<file path="src/rtl/axis_spi_master_if.sv">
// AXI-Stream handshake bundle shared by the SPI master's
// transmit and receive word streams.
interface axis_if #(
    parameter int DATA_WIDTH = 8
);
    logic [DATA_WIDTH-1:0] tdata;
    logic                  tvalid;
    logic                  tready;

    modport master (output tdata, output tvalid, input tready);
    modport slave  (input tdata, input tvalid, output tready);
endinterface

</file>
<file path="src/rtl/axis_spi_master.sv">
// Single-word SPI master: one AXIS word in, one full-duplex frame
// on the wire, one AXIS word out. Modes 0..3, MSB first.
module axis_spi_master #(
    parameter int SPI_MODE   = 1,
    parameter int DATA_WIDTH = 8,
    parameter int CLK_DIV    = 2
) (
    input  logic   clk_i,
    input  logic   arst_i,
    output logic   spi_clk_o,
    output logic   spi_cs_o,
    output logic   spi_mosi_o,
    input  logic   spi_miso_i,
    axis_if.slave  s_axis,
    axis_if.master m_axis
);
    localparam bit CPOL = SPI_MODE[1];
    localparam bit CPHA = SPI_MODE[0];
    localparam int CW   = $clog2(CLK_DIV);
    localparam int BW   = $clog2(DATA_WIDTH) + 1;

    localparam logic [CW-1:0] CNT_LAST  = CW'(CLK_DIV - 1);
    localparam logic [BW-1:0] EDGE_LAST = BW'(2 * DATA_WIDTH - 1);

    typedef enum logic [2:0] {
        IDLE,
        SETUP,
        XFER,
        HOLD,
        GAP
    } state_t;

    state_t                state_q;
    logic [CW-1:0]         cnt_q;
    logic [BW-1:0]         edge_q;
    logic [DATA_WIDTH-1:0] tx_q;
    logic [DATA_WIDTH-1:0] rx_q;
    logic [DATA_WIDTH-1:0] tdata_q;
    logic                  sclk_q;
    logic                  cs_q;
    logic                  mosi_q;
    logic                  tvalid_q;

    logic cnt_done;
    logic leading;
    logic last_edge;
    logic ready;

    assign cnt_done  = (cnt_q == CNT_LAST);
    assign leading   = ~edge_q[0];
    assign last_edge = (edge_q == EDGE_LAST);
    assign ready     = (state_q == IDLE) && !tvalid_q && !arst_i;

    assign s_axis.tready = ready;
    assign m_axis.tvalid = tvalid_q;
    assign m_axis.tdata  = tdata_q;
    assign spi_clk_o     = sclk_q;
    assign spi_cs_o      = cs_q;
    assign spi_mosi_o    = mosi_q;

    always_ff @(posedge clk_i or posedge arst_i) begin
        if (arst_i) begin
            state_q  <= IDLE;
            cnt_q    <= '0;
            edge_q   <= '0;
            tx_q     <= '0;
            rx_q     <= '0;
            tdata_q  <= '0;
            sclk_q   <= CPOL;
            cs_q     <= 1'b1;
            mosi_q   <= 1'b0;
            tvalid_q <= 1'b0;
        end else begin
            if (tvalid_q && m_axis.tready) begin
                tvalid_q <= 1'b0;
            end
            cnt_q <= cnt_done ? '0 : cnt_q + 1'b1;
            unique case (state_q)
                IDLE: begin
                    cnt_q <= '0;
                    if (s_axis.tvalid && ready) begin
                        state_q <= SETUP;
                        cs_q    <= 1'b0;
                        tx_q    <= s_axis.tdata;
                        rx_q    <= '0;
                        mosi_q  <= CPHA ? 1'b0 : s_axis.tdata[DATA_WIDTH-1];
                    end
                end
                SETUP: begin
                    if (cnt_done) begin
                        state_q <= XFER;
                        edge_q  <= '0;
                    end
                end
                XFER: begin
                    if (cnt_done) begin
                        sclk_q <= ~sclk_q;
                        edge_q <= last_edge ? '0 : edge_q + 1'b1;
                        // CPHA=0 samples on leading, CPHA=1 on trailing
                        if (leading ^ CPHA) begin
                            rx_q <= {rx_q[DATA_WIDTH-2:0], spi_miso_i};
                        end else if (!last_edge) begin
                            mosi_q <= CPHA ? tx_q[DATA_WIDTH-1]
                                           : tx_q[DATA_WIDTH-2];
                            tx_q   <= tx_q << 1;
                        end
                        if (last_edge) begin
                            state_q <= HOLD;
                        end
                    end
                end
                HOLD: begin
                    if (cnt_done) begin
                        state_q  <= GAP;
                        cs_q     <= 1'b1;
                        mosi_q   <= 1'b0;
                        tvalid_q <= 1'b1;
                        tdata_q  <= rx_q;
                    end
                end
                GAP: begin
                    if (cnt_done) begin
                        state_q <= IDLE;
                    end
                end
                default: begin
                    state_q <= IDLE;
                end
            endcase
        end
    end
endmodule
</file>
<file path="src/flat_wrapper.sv">
// flat-port wrapper written by rule: the top's interface ports become plain ports
module axis_spi_master_flat 
#(
    parameter int SPI_MODE   = 1,
    parameter int DATA_WIDTH = 8,
    parameter int CLK_DIV    = 2
)
  (clk_i, arst_i, spi_clk_o, spi_cs_o, spi_mosi_o, spi_miso_i, s_axis_tdata, s_axis_tvalid, s_axis_tready, m_axis_tdata, m_axis_tvalid, m_axis_tready);
  axis_if #(.DATA_WIDTH(DATA_WIDTH)) s_axis_i ();
  axis_if #(.DATA_WIDTH(DATA_WIDTH)) m_axis_i ();
  input  logic clk_i;
  input  logic arst_i;
  output logic spi_clk_o;
  output logic spi_cs_o;
  output logic spi_mosi_o;
  input  logic spi_miso_i;
  input wire logic [$bits(s_axis_i.tdata)-1:0] s_axis_tdata;
  input wire logic [$bits(s_axis_i.tvalid)-1:0] s_axis_tvalid;
  output wire logic [$bits(s_axis_i.tready)-1:0] s_axis_tready;
  output wire logic [$bits(m_axis_i.tdata)-1:0] m_axis_tdata;
  output wire logic [$bits(m_axis_i.tvalid)-1:0] m_axis_tvalid;
  input wire logic [$bits(m_axis_i.tready)-1:0] m_axis_tready;
  assign s_axis_i.tdata = s_axis_tdata;
  assign s_axis_i.tvalid = s_axis_tvalid;
  assign s_axis_tready = s_axis_i.tready;
  assign m_axis_tdata = m_axis_i.tdata;
  assign m_axis_tvalid = m_axis_i.tvalid;
  assign m_axis_i.tready = m_axis_tready;
  axis_spi_master #(.SPI_MODE(SPI_MODE), .DATA_WIDTH(DATA_WIDTH), .CLK_DIV(CLK_DIV)) u_core (.clk_i(clk_i), .arst_i(arst_i), .spi_clk_o(spi_clk_o), .spi_cs_o(spi_cs_o), .spi_mosi_o(spi_mosi_o), .spi_miso_i(spi_miso_i), .s_axis(s_axis_i), .m_axis(m_axis_i));
endmodule
</file>
<file path="config.mk">
export PLATFORM = sky130hd
export DESIGN_NAME = axis_spi_master_flat
export DESIGN_NICKNAME = d
export VERILOG_FILES = /design/src/rtl/axis_spi_master_if.sv /design/src/rtl/axis_spi_master.sv /design/src/flat_wrapper.sv
export SDC_FILE = /design/constraint.sdc
export NUM_CORES = 1
export LEC_CHECK = 0
export ABC_AREA = 1
export BUFFER_PORTS_ARGS = -buffer_cell sky130_fd_sc_hd__buf_2
export CAP_MARGIN = 5
export CORE_MARGIN = 2
export CORE_UTILIZATION = 40
export DETAILED_ROUTE_END_ITERATION = 10
export PLACE_DENSITY = 0.58
export SETUP_SLACK_MARGIN = 0.3
export SLEW_MARGIN = 20
export SYNTH_ARGS = -nofsm -noshare
export SYNTH_HDL_FRONTEND = slang
export SYNTH_SLANG_ARGS = --single-unit
export TNS_END_PERCENT = 1
</file>
<file path="constraint.sdc">
create_clock -name clk_i -period 1.49 [get_ports clk_i]
set_input_delay 0.447 -clock clk_i [delete_from_list [all_inputs] [get_ports clk_i]]
set_output_delay 0.447 -clock clk_i [all_outputs]
set_load 0.03 [all_outputs]
</file>
* Word-level counts from Yosys, hierarchy flattened
Cells that the tools add are included.
** Cells by class
- Add/sub/neg operators :: 2
- Equal/unequal tests :: 14
- Muxes and demuxes :: 33
- Bitwise logic cells :: 1
- Reductions and logical operators :: 19
** Operator list (count)
- $mux W8 :: 7
- $pmux W8 S2 :: 2
- $mux W3 :: 6
- $pmux W3 S5 :: 1
- $mux W4 :: 3
- $ne A2 B1 Y1 const B :: 6
- $reduce_and A6 Y1 :: 2
- $mux W1 :: 11
- $pmux W4 S2 :: 1
- $eq A3 B2 Y1 const B :: 2
- $ne A2 B2 Y1 const B :: 3
- $reduce_and A3 Y1 :: 2
- $reduce_bool A2 Y1 :: 3
- $reduce_and A5 Y1 :: 1
- $add A4 B1 Y4 const B :: 1
- $eq A4 B4 Y1 const B :: 1
- $logic_and A1 B1 Y1 :: 4
- $reduce_and A2 Y1 :: 2
- $reduce_and A4 Y1 :: 1
- $eq A3 B1 Y1 const B :: 1
- $eq A3 B3 Y1 const B :: 1
- $logic_not A3 Y1 :: 1
- $pmux W1 S3 :: 1
- $reduce_bool A3 Y1 :: 1
- other kinds (4) :: 5
** Word-level totals
- Bits in registers :: 36
- Output and inout port bits :: 13
- Logic and storage cells :: 79

* Logic depth before layout (Yosys ltp)
Gate-level depths: netlist of run 1.
- Depth in word-level cells :: 6
- Gate-level depth with buffers :: 8
- Mapped depth without buffers :: 8

* Worst setup path before layout of run 1
No wires, ideal clock.
- Path kind :: reg-to-output
- Start :: register u_core.tvalid_q (netlist: u_core.m_axis.tvalid)
- End :: output s_axis_tready
- Arrival :: 1.524 ns
- Data required time :: 1.043 ns
- Slack :: -0.481 ns
- Stages on the path, launching flop included :: 2
- Path buffers :: 0
- Cells stage by stage :: dfrtp_1 -> nor4_1
** Between the ends
- Longest elaborated chain between the ends :: 3
** RTL lines
- from (decl) :: RTL line axis_spi_master.sv:42 : logic tvalid_q;
- from (signal assigned) :: RTL line axis_spi_master.sv:72 : tvalid_q <= 1'b0;
- from (signal assigned) :: RTL line axis_spi_master.sv:75 : tvalid_q <= 1'b0;
- from (signal assigned) :: RTL line axis_spi_master.sv:117 : tvalid_q <= 1'b1;
- $logic_not A1 Y1 :: RTL line axis_spi_master.sv:52 : assign ready = (state_q == IDLE) && !tvalid_q && !arst_i;
- $logic_and A1 B1 Y1 (2 in series) :: RTL line axis_spi_master.sv:52
- to (decl) :: RTL line flat_wrapper.sv:19 : output wire logic [$bits(s_axis_i.tready)-1:0] s_axis_tready;
Every way passes these cells.

* Worst setup path after layout of run 1
- Start :: register u_core.state_q[1]
- End :: output s_axis_tready
** Between the ends
- Longest elaborated chain between the ends :: 3
** RTL lines
- from (decl) :: RTL line axis_spi_master.sv:33 : state_t state_q;
- from (signal assigned) :: RTL line axis_spi_master.sv:63 : state_q <= IDLE;
- from (signal assigned) :: RTL line axis_spi_master.sv:82 : state_q <= SETUP;
- from (signal assigned) :: RTL line axis_spi_master.sv:91 : state_q <= XFER;
- $logic_not A3 Y1 :: RTL line axis_spi_master.sv:52
- $logic_and A1 B1 Y1 (2 in series) :: RTL line axis_spi_master.sv:52
Every way passes these cells.

==> flow_summary.ini, run 1 <==
[power]
p_leak_nw = 1.18
p_per_area_nw_per_um2 = 2130
ir_drop_mv = 0.621

[drt]
drcViolationCount = 0
firstDrtPassIters = 4
via_count = 1425
routed_wirelength_um = 3630
drt-vias-per-instance = 4.69
routedWlPerCell_um = 11.9
drtIter0Drc = 43
drt.antenna.violating_nets = 0

[synthesis]
synth_most_common_cell = nand2_1
synth_top_area_cell = dfrtp_1
ys_ff_latch = 36
synth_edf_count = 0
synthTopCellsByCount = nand2_1 (73), dfrtp_1 (35), inv_1 (20)
synth_flop_cell = dfrtp_1
ys_types = 28
syn_inst = 207
syn-num-nets = 221
synth.cell_area_um2 = 1750
syn_area_per_cell_um2 = 8.47
yosysSeqAreaShare_pct = 51.4
yosys-top-cells-area = dfrtp_1 (50%), nand2_1 (16%), o21ai_1 (5.1%)
async_flop_share_pct = 100
synth.top_cell.area_share_pct = 49.9
ys_warn_count = 0

[floorplanning]
pin_count = 26
rows = 24
fp.dieH_um = 70.2
fp.dieArea_um2 = 4930
start_util_pct = 40.9
die_x_um = 70.2
core_area_um2 = 4290

[placement]
dpl.hpwl_um = 2480
routabilityCongestion = 0.772
io_buffers = 25

[cts]
cts_sinks = 36
cts_buffer_depth = 2
htree_num_levels = 2
path_clk_slew_ns = 0.07
numCtsBuffers = 5
clock_latency_ns = 0.28
cts-root-buf = clkbuf_8
cts_tree = yes

[timing]
clock.fmax_ghz = 0.624
fin_crit_ns = 1.60
slew_headroom_pct = 74.0
finalSetupViolations = 1
whs_ns = 0.150
post-route-period-util_pct = 107
rsz0062_at_grt = true
tightest_slew_ns = 0.389
skew_ns = 0.00396
finalMaxSlewViolations = 0
finalHoldViolCount = 0
fin_ws_ns = -0.111
tns_ns = -0.111

[run_status]
outcome = finished, violations left
violations = negative setup slack

[setup_path]
r2r_cells = 8
timing.rr.end = u_core.tx_q[2]$_DFFE_PP0P_
endpoint_kind = primary output
cp.arrival_ns = 1.15
cp_data_required_time_ns = 1.04
cp_max_fo = 3
startpoint = u_core.state_q[1]$_DFFE_PP0P_
start_kind = flop
r2r-start = u_core.state_q[1]$_DFFE_PP0P_
worst-r2r-setup-slack_ns = 0.04
worst-setup-path-type = reg -> out

[global_route]
grt_pass1_wl_um = 6450
grtUsageTotal_pct = 16.4
grt_pass1_vias = 1453
grt_max_degree = 31
overflow = 0
antenna_found_initial = 0

[final_layout]
area_delta_synth_final_pct = 37.2
nets = 265
antenna_cells = 0
drive_gt1_share_pct = 36.5

[flow_run]
maxCapViolations = 0

[hold_path]
holdCritPathClass = in -> async
-- kinds of logic (layout without fill, tap and decap cells) --
family,Yosys count,after routing,share of synthesized area [%]
compound gates,27,27,8.35
xor+xnor,2,2,0.999
fa+ha+maj,1,1,0.713
buf+inv,28,73,7.20
flops,36,36,51.4
mux,1,1,0.856
simple gates,112,112,30.5
-- through the flow --
step | total power [W] | area (um2) | setup slack (ns) | util [%] | cells
finish | 0.00512 | 2410 | -0.111 | 56.0 | 304
floorplan | 0.00311 | 1780 | 0.0654 | - | 207
detailed placement | 0.00370 | 2040 | 0.00984 | 47.5 | 291
global placement | 0.00368 | 2040 | 0.0200 | 47.5 | 291
global route | 0.00552 | 2410 | -0.170 | 56.0 | 304
CTS | 0.00513 | 2380 | -0.159 | 55.3 | 302
-- placed cells by master, fill, tap and decap left out, types with 4 or more instances in the layout --
master | synthesis | routed
buf_2 | 2 | 12
nand2_4 | 4 | 5
nand2_2 | 3 | 9
buf_6 | 2 | 16
nand2_1 | 73 | 64
clkbuf_8 | 0 | 5
buf_4 | 1 | 11
nor2_4 | 2 | 4
nand3_1 | 14 | 13
nor2_1 | 6 | 5
o21ai_1 | 18 | 18
inv_1 | 20 | 18
dfrtp_1 | 35 | 30
dfrtp_2 | 0 | 5
-- final cells by class --
cell class / instances / area, um2
clock buffers: 6 / 72.6
clock inverters: 2 / 35.0
fillers: 391 / 1890
inverters: 23 / 93.8
multi-input cells: 143 / 853
flip-flops and latches: 36 / 908
well taps: 52 / 65.1
repair buffers: 42 / 378
-- worst max-delay path, stage by stage, from the launching register on --
cell,delay (ns)
dfrtp_2,0.43
nor4_4,0.28
buf_6,0.16
-- metal layers --
layer	global-route usage (%)	part of all wire (%)	wire [um]
met1	21.8	47	1710
met2	26.6	48	1750
met3	3.90	3.1	114
met4	4.49	1.3	48
met5	0	0	0
-- power by group --
part	leakage [nW]	internal, W	switching [W]
clock network	0.0552	0.000496	0.000339
registers	0.461	0.00134	0.000290
logic	0.666	0.00113	0.00152
total	1.18	0.00297	0.00215
-- sequential cells by signal (all words and copies together) (netlist names) --
| signal | cells |
|---|---|
| u_core.edge_q | 4 |
| u_core.m_axis.tdata | 8 |
| u_core.state_q | 3 |
| u_core.spi_cs_o | 1 |
| u_core.spi_clk_o | 1 |
| u_core.spi_mosi_o | 1 |
| u_core.tx_q | 8 |
| u_core.cnt_done | 1 |
| u_core.rx_q | 8 |
| u_core.m_axis.tvalid | 1 |
-- worst max path at each step --
stage | endpoint | slack (ns) | cells past startpoint
after floorplan | s_axis_tready | 0.07 | 2
after global placement | s_axis_tready | 0.02 | 3
after detailed placement | s_axis_tready | 0.01 | 3
after CTS | s_axis_tready | -0.16 | 2
after global routing | s_axis_tready | -0.17 | 4
final | s_axis_tready | -0.11 | 2
-- repair_timing --
action,CTS,global route
resized for setup,61,4
endpoints found under the setup margin,46,48
gates cloned,0,0
pin swaps,34,6
setup buffers,3,2
hold buffers,0,0
Note: power is estimated with default switching activity, not from simulation.
==> run 2: changes to the inputs <==
--- a/config.mk
+++ b/config.mk
@@ -11,10 +11,10 @@
 export CORE_MARGIN = 2
 export CORE_UTILIZATION = 40
 export DETAILED_ROUTE_END_ITERATION = 10
-export PLACE_DENSITY = 0.58
+export PLACE_DENSITY_LB_ADDON = 0.3
 export SETUP_SLACK_MARGIN = 0.3
 export SLEW_MARGIN = 20
 export SYNTH_ARGS = -nofsm -noshare
 export SYNTH_HDL_FRONTEND = slang
 export SYNTH_SLANG_ARGS = --single-unit
-export TNS_END_PERCENT = 1
+export TNS_END_PERCENT = 30
==> flow_summary.ini, run 2 (synthesis gave the netlist of run 1 again) <==
[global_route]
grt_pass1_vias = 1549
grtUsageTotal_pct = 18.1
antenna_found_initial = 0
grt_pass1_wl_um = 7020
grt_max_degree = 24
overflow = 0

[floorplanning]
start_util_pct = 40.9
rows = 24
fp.dieArea_um2 = 4930
fp.dieH_um = 70.2
pin_count = 26
die_x_um = 70.2
core_area_um2 = 4290

[timing]
finalHoldViolCount = 0
slew_headroom_pct = 72.2
tns_ns = -0.153
tightest_slew_ns = 0.417
post-route-period-util_pct = 108
rsz0062_at_grt = true
skew_ns = 0.00274
finalSetupViolations = 4
fin_ws_ns = -0.126
clock.fmax_ghz = 0.619
finalMaxSlewViolations = 0
fin_crit_ns = 1.62

[setup_path]
worst-setup-path-type = reg -> out
cp_data_required_time_ns = 1.04
start_kind = flop
cp.arrival_ns = 1.17
cp_max_fo = 2
endpoint_kind = primary output

[flow_run]
maxCapViolations = 0

[drt]
routed_wirelength_um = 4250
drt-vias-per-instance = 4.94
drt.antenna.violating_nets = 0
via_count = 1577
firstDrtPassIters = 4
drtIter0Drc = 75
routedWlPerCell_um = 13.3
drcViolationCount = 0

[final_layout]
multiInputGateArea_um2 = 910
ff_latch_area_um2 = 907
layout_commonest_cell = nand2_1
final_util_pct = 61.2
area_delta_synth_final_pct = 49.8
nets = 280
most-common-layout-cells = nand2_1 (58), dfrtp_1 (31), buf_6 (26)
drive_gt1_share_pct = 45.3
fill_cells = 368
antenna_cells = 0

[placement]
dp_slack_ns = 0.00273
routabilityCongestion = 0.814
io_buffers = 25
dpl.hpwl_um = 2540

[power]
p_per_area_nw_per_um2 = 2180
p_leak_nw = 1.28
ir_drop_mv = 0.952

[cts]
cts_tree = yes
clock_latency_ns = 0.29
numCtsBuffers = 5
cts-root-buf = clkbuf_8
cts_sinks = 36
path_clk_slew_ns = 0.08
htree_num_levels = 2
cts_buffer_depth = 2

[run_status]
outcome = finished, violations left
violations = negative setup slack

[hold_path]
holdCritPathClass = in -> reg
run 2: changes by cell type in the layout (fill, tap and decap cells not counted), sizes merged:
cell	delta
buf	+15
clkbuf	-1
clkinv	-1
clkinvlp	+2
run 2: final timing paths:
path | cells past startpoint | slack (ns) | start | endpoint
worst max register to register | 8 | -0.02 | u_core.state_q[2]$_DFFE_PP0P_ | u_core.tx_q[7]$_DFFE_PP0P_
min in group asynchronous | 4 | 0.32 | arst_i | u_core.m_axis.tvalid$_DFF_PP0_
worst min register to register | 2 | 0.47 | u_core.spi_cs_o$_DFFE_PP1P_ | u_core.spi_cs_o$_DFFE_PP1P_
worst max-delay path | 4 | -0.13 | u_core.state_q[0]$_DFFE_PP0P_ | s_axis_tready
worst min-delay path | 2 | 0.30 | m_axis_tready | u_core.m_axis.tvalid$_DFF_PP0_
max in group asynchronous | 4 | 0.95 | arst_i | u_core.spi_cs_o$_DFFE_PP1P_
run 2: layer usage:
| layer | share of wire [%] | vias up | global-route usage [%] | wire, um |
|---|---|---|---|---|
| li1 | - | 775 | - | - |
| met1 | 44 | 757 | 23.8 | 1870 |
| met2 | 51 | 33 | 29.0 | 2150 |
| met3 | 3.5 | 12 | 4.47 | 150 |
| met4 | 1.9 | 0 | 6.62 | 80 |
| met5 | 0 | - | 0 | 0 |
run 2: report_power, final:
part	switching, W	internal, W	total, W
Clock	0.000396	0.000504	0.000900
Sequential	0.000291	0.00134	0.00163
Combinational	0.00174	0.00146	0.00320
run 2: cell type report:
class / count / share of cell area (%)
clock buffer: 5 / 2.62
clock inverter: 3 / 1.76
inverter: 23 / 3.71
multi-input combinational: 143 / 34.6
sequential: 36 / 34.5
tap: 52 / 2.48
timing repair buffer: 57 / 20.3
run 2: per-stage QoR:
| step | cell area (um2) | cells | power (W) | hold slack, ns |
|---|---|---|---|---|
| CTS | 2530 | 313 | 0.00547 | 0.304 |
| global placement | 2040 | 291 | 0.00364 | 0.450 |
| global route | 2630 | 319 | 0.00610 | 0.298 |
| floorplan | 1800 | 207 | 0.00316 | 0.400 |
| detailed placement | 2040 | 291 | 0.00368 | 0.453 |
| finish | 2630 | 319 | 0.00573 | 0.304 |
run 2: repair_timing:
item | CTS | global route
gates cloned | 1 | 0
hold buffers | 0 | 0
setup endpoints to repair | 46 | 48
buffers inserted | 13 | 6
resized for setup | 72 | 16
pin swaps | 37 | 16
run 2: worst max-delay path, cell delays in order, from the launching register on:
cell and delay (ns):
dfrtp_2 0.43, inv_2 0.08, nand2_4 0.06, nor4_4 0.12, buf_4 0.19
==> run 3: changes to the inputs <==
--- a/config.mk
+++ b/config.mk
@@ -11,6 +11,7 @@
 export CORE_MARGIN = 2
 export CORE_UTILIZATION = 40
 export DETAILED_ROUTE_END_ITERATION = 10
+export GPL_TIMING_DRIVEN = 0
 export PLACE_DENSITY_LB_ADDON = 0.3
 export SETUP_SLACK_MARGIN = 0.3
 export SLEW_MARGIN = 20
==> flow_summary.ini, run 3 (synthesis gave the netlist of run 1 again) <==
[global_route]
overflow = 0
grt_pass1_vias = 1515
grt_pass1_wl_um = 6980
antenna_found_initial = 0
grt_max_degree = 37
grtUsageTotal_pct = 18.1

[placement]
place_inst = 284
placed_area_um2 = 1990
routabilityCongestion = 0.829
dpl.hpwl_um = 2460
io_buffers = 25

[timing]
rsz0062_at_grt = true
fin_ws_ns = -0.168
finalMaxSlewViolations = 0
post-route-period-util_pct = 111
finalSetupViolations = 6
tightest_slew_ns = 0.768
fin_crit_ns = 1.66
skew_ns = 0.0128
clock.fmax_ghz = 0.603
slew_headroom_pct = 48.7
finalHoldViolCount = 0

[setup_path]
endpoint_kind = primary output
worst_path_largest_cell_delay_ns = 0.37
worstPathCellList = buf_6 > nor4_4 > buf_6
cp.arrival_ns = 1.21
crit_slowest_cell = dfrtp_1
worst-r2r-setup-slack_ns = -0.06
critPathTopFamily = flip-flops
crit_buf_inv = 2
timing.rr.end = u_core.tx_q[4]$_DFFE_PP0P_
start_kind = flop
cp_data_required_time_ns = 1.04
r2r_cells = 7
crit_top_cell = buf_6
cp_max_fo = 2
worst-setup-path-type = reg -> out
r2r-start = u_core.state_q[0]$_DFFE_PP0P_

[final_layout]
fin_area_um2 = 2580
fill_cells = 371
stdcell_count = 312
layout_commonest_cell = nand2_1
ff_latch_area_um2 = 906
area_delta_synth_final_pct = 46.9
antenna_cells = 0
drive_gt1_share_pct = 43.8
nets = 273
multiInputGateArea_um2 = 918
most-common-layout-cells = nand2_1 (57), dfrtp_1 (32), buf_6 (19)

[drt]
routedWlPerCell_um = 13.7
drcViolationCount = 0
drt-vias-per-instance = 4.94
routed_wirelength_um = 4260
firstDrtPassIters = 4
drt.antenna.violating_nets = 0
via_count = 1541
drtIter0Drc = 82

[cts]
numCtsBuffers = 5
cts_tree = yes
path_clk_slew_ns = 0.08
clock_latency_ns = 0.30
cts_hold_buf = 0
cts-root-buf = clkbuf_8
cts_sinks = 36
cts_buffer_depth = 2
htree_num_levels = 2

[floorplanning]
core_area_um2 = 4290
rows = 24
pin_count = 26
start_util_pct = 40.9
die_x_um = 70.2
fp.dieArea_um2 = 4930
fp.dieH_um = 70.2

[hold_path]
whs_path_depth = 2
worstHoldStart = m_axis_tready
min_to = u_core.m_axis.tvalid$_DFF_PP0_
holdCritPathClass = in -> reg

[flow_run]
maxCapViolations = 0

[power]
ir_drop_mv = 0.784
total_power_w = 0.00551
p_leak_nw = 1.24
p_per_area_nw_per_um2 = 2140

[run_status]
outcome = finished, violations left
violations = negative setup slack
run 3: cell types whose count changed in the layout (fill, tap and decap cells not counted), moves of 2 or more:
cell,before,now
buf_6,26,19
buf_4,16,10
nand3_1,10,7
nand3_2,4,7
buf_8,0,2
clkbuf_1,0,2
inv_6,2,0
run 3: report_power, final:
group / leakage, nW / switching (W) / internal [W]
Combinational: 0.731 / 0.00180 / 0.00146
Sequential: 0.463 / 0.000250 / 0.00134
Clock: 0.0422 / 0.000336 / 0.000328
Total: 1.24 / 0.00238 / 0.00312
run 3: layer usage:
metal	vias to the layer above	wire length [um]	track usage (%)
li1	764	-	-
met3	9	185	4.76
met1	732	1830	23.5
met4	0	82	8.76
met2	36	2160	28.2
met5	-	0	0
run 3: cell type report:
| cell class | count | area share (%) |
|---|---|---|
| plain buffers | 5 | 2.23 |
| clock buffers | 7 | 2.96 |
| clock inverters | 1 | 0.194 |
| inverters | 23 | 3.98 |
| multi-input cells | 143 | 35.6 |
| flip-flops and latches | 36 | 35.1 |
| well taps | 52 | 2.52 |
| repair buffers | 44 | 17.0 |
| repair inverters | 1 | 0.291 |
run 3: worst max path at each step:
stage          slack [ns]            end                           from  cells past startpoint
4_1_cts             -0.18  s_axis_tready  u_core.state_q[1]$_DFFE_PP0P_                      3
6_report            -0.17  s_axis_tready  u_core.state_q[1]$_DFFE_PP0P_                      3
3_5_place_dp       -0.006  s_axis_tready                         arst_i                      3
5_1_grt             -0.21  s_axis_tready  u_core.state_q[1]$_DFFE_PP0P_                      3
2_1_floorplan        0.07  s_axis_tready  u_core.state_q[1]$_DFFE_PP0P_                      2
3_3_place_gp        0.001  s_axis_tready                         arst_i                      3
run 3: stage by stage:
| step | setup WS [ns] | TNS (ns) | util [%] | hold WS (ns) |
|---|---|---|---|---|
| after global routing | -0.211 | -1.23 | 60.0 | 0.338 |
| after detailed placement | -0.00583 | -0.00583 | 46.3 | 0.459 |
| after CTS | -0.182 | -0.182 | 56.1 | 0.316 |
| final | -0.168 | -0.381 | 60.0 | 0.311 |
| after global placement | 0.000975 | 0 | 46.3 | 0.451 |
| after floorplan | 0.0656 | 0 | - | 0.400 |
run 3: repair_timing:
item                       in CTS  in global routing
buffers inserted               12                  5
pin swaps                      21                 16
gates resized for setup        53                 29
cloned                          2                  1
setup endpoints to repair      48                 48
run 3: worst reg2reg max path: stages, from the launching register on:
cell,delay (ns)
dfrtp_2,0.42
buf_6,0.14
nor2_4,0.19
nand2_8,0.11
a21oi_4,0.22
clkinvlp_4,0.21
nand3_2,0.11
nand2_1,0.05
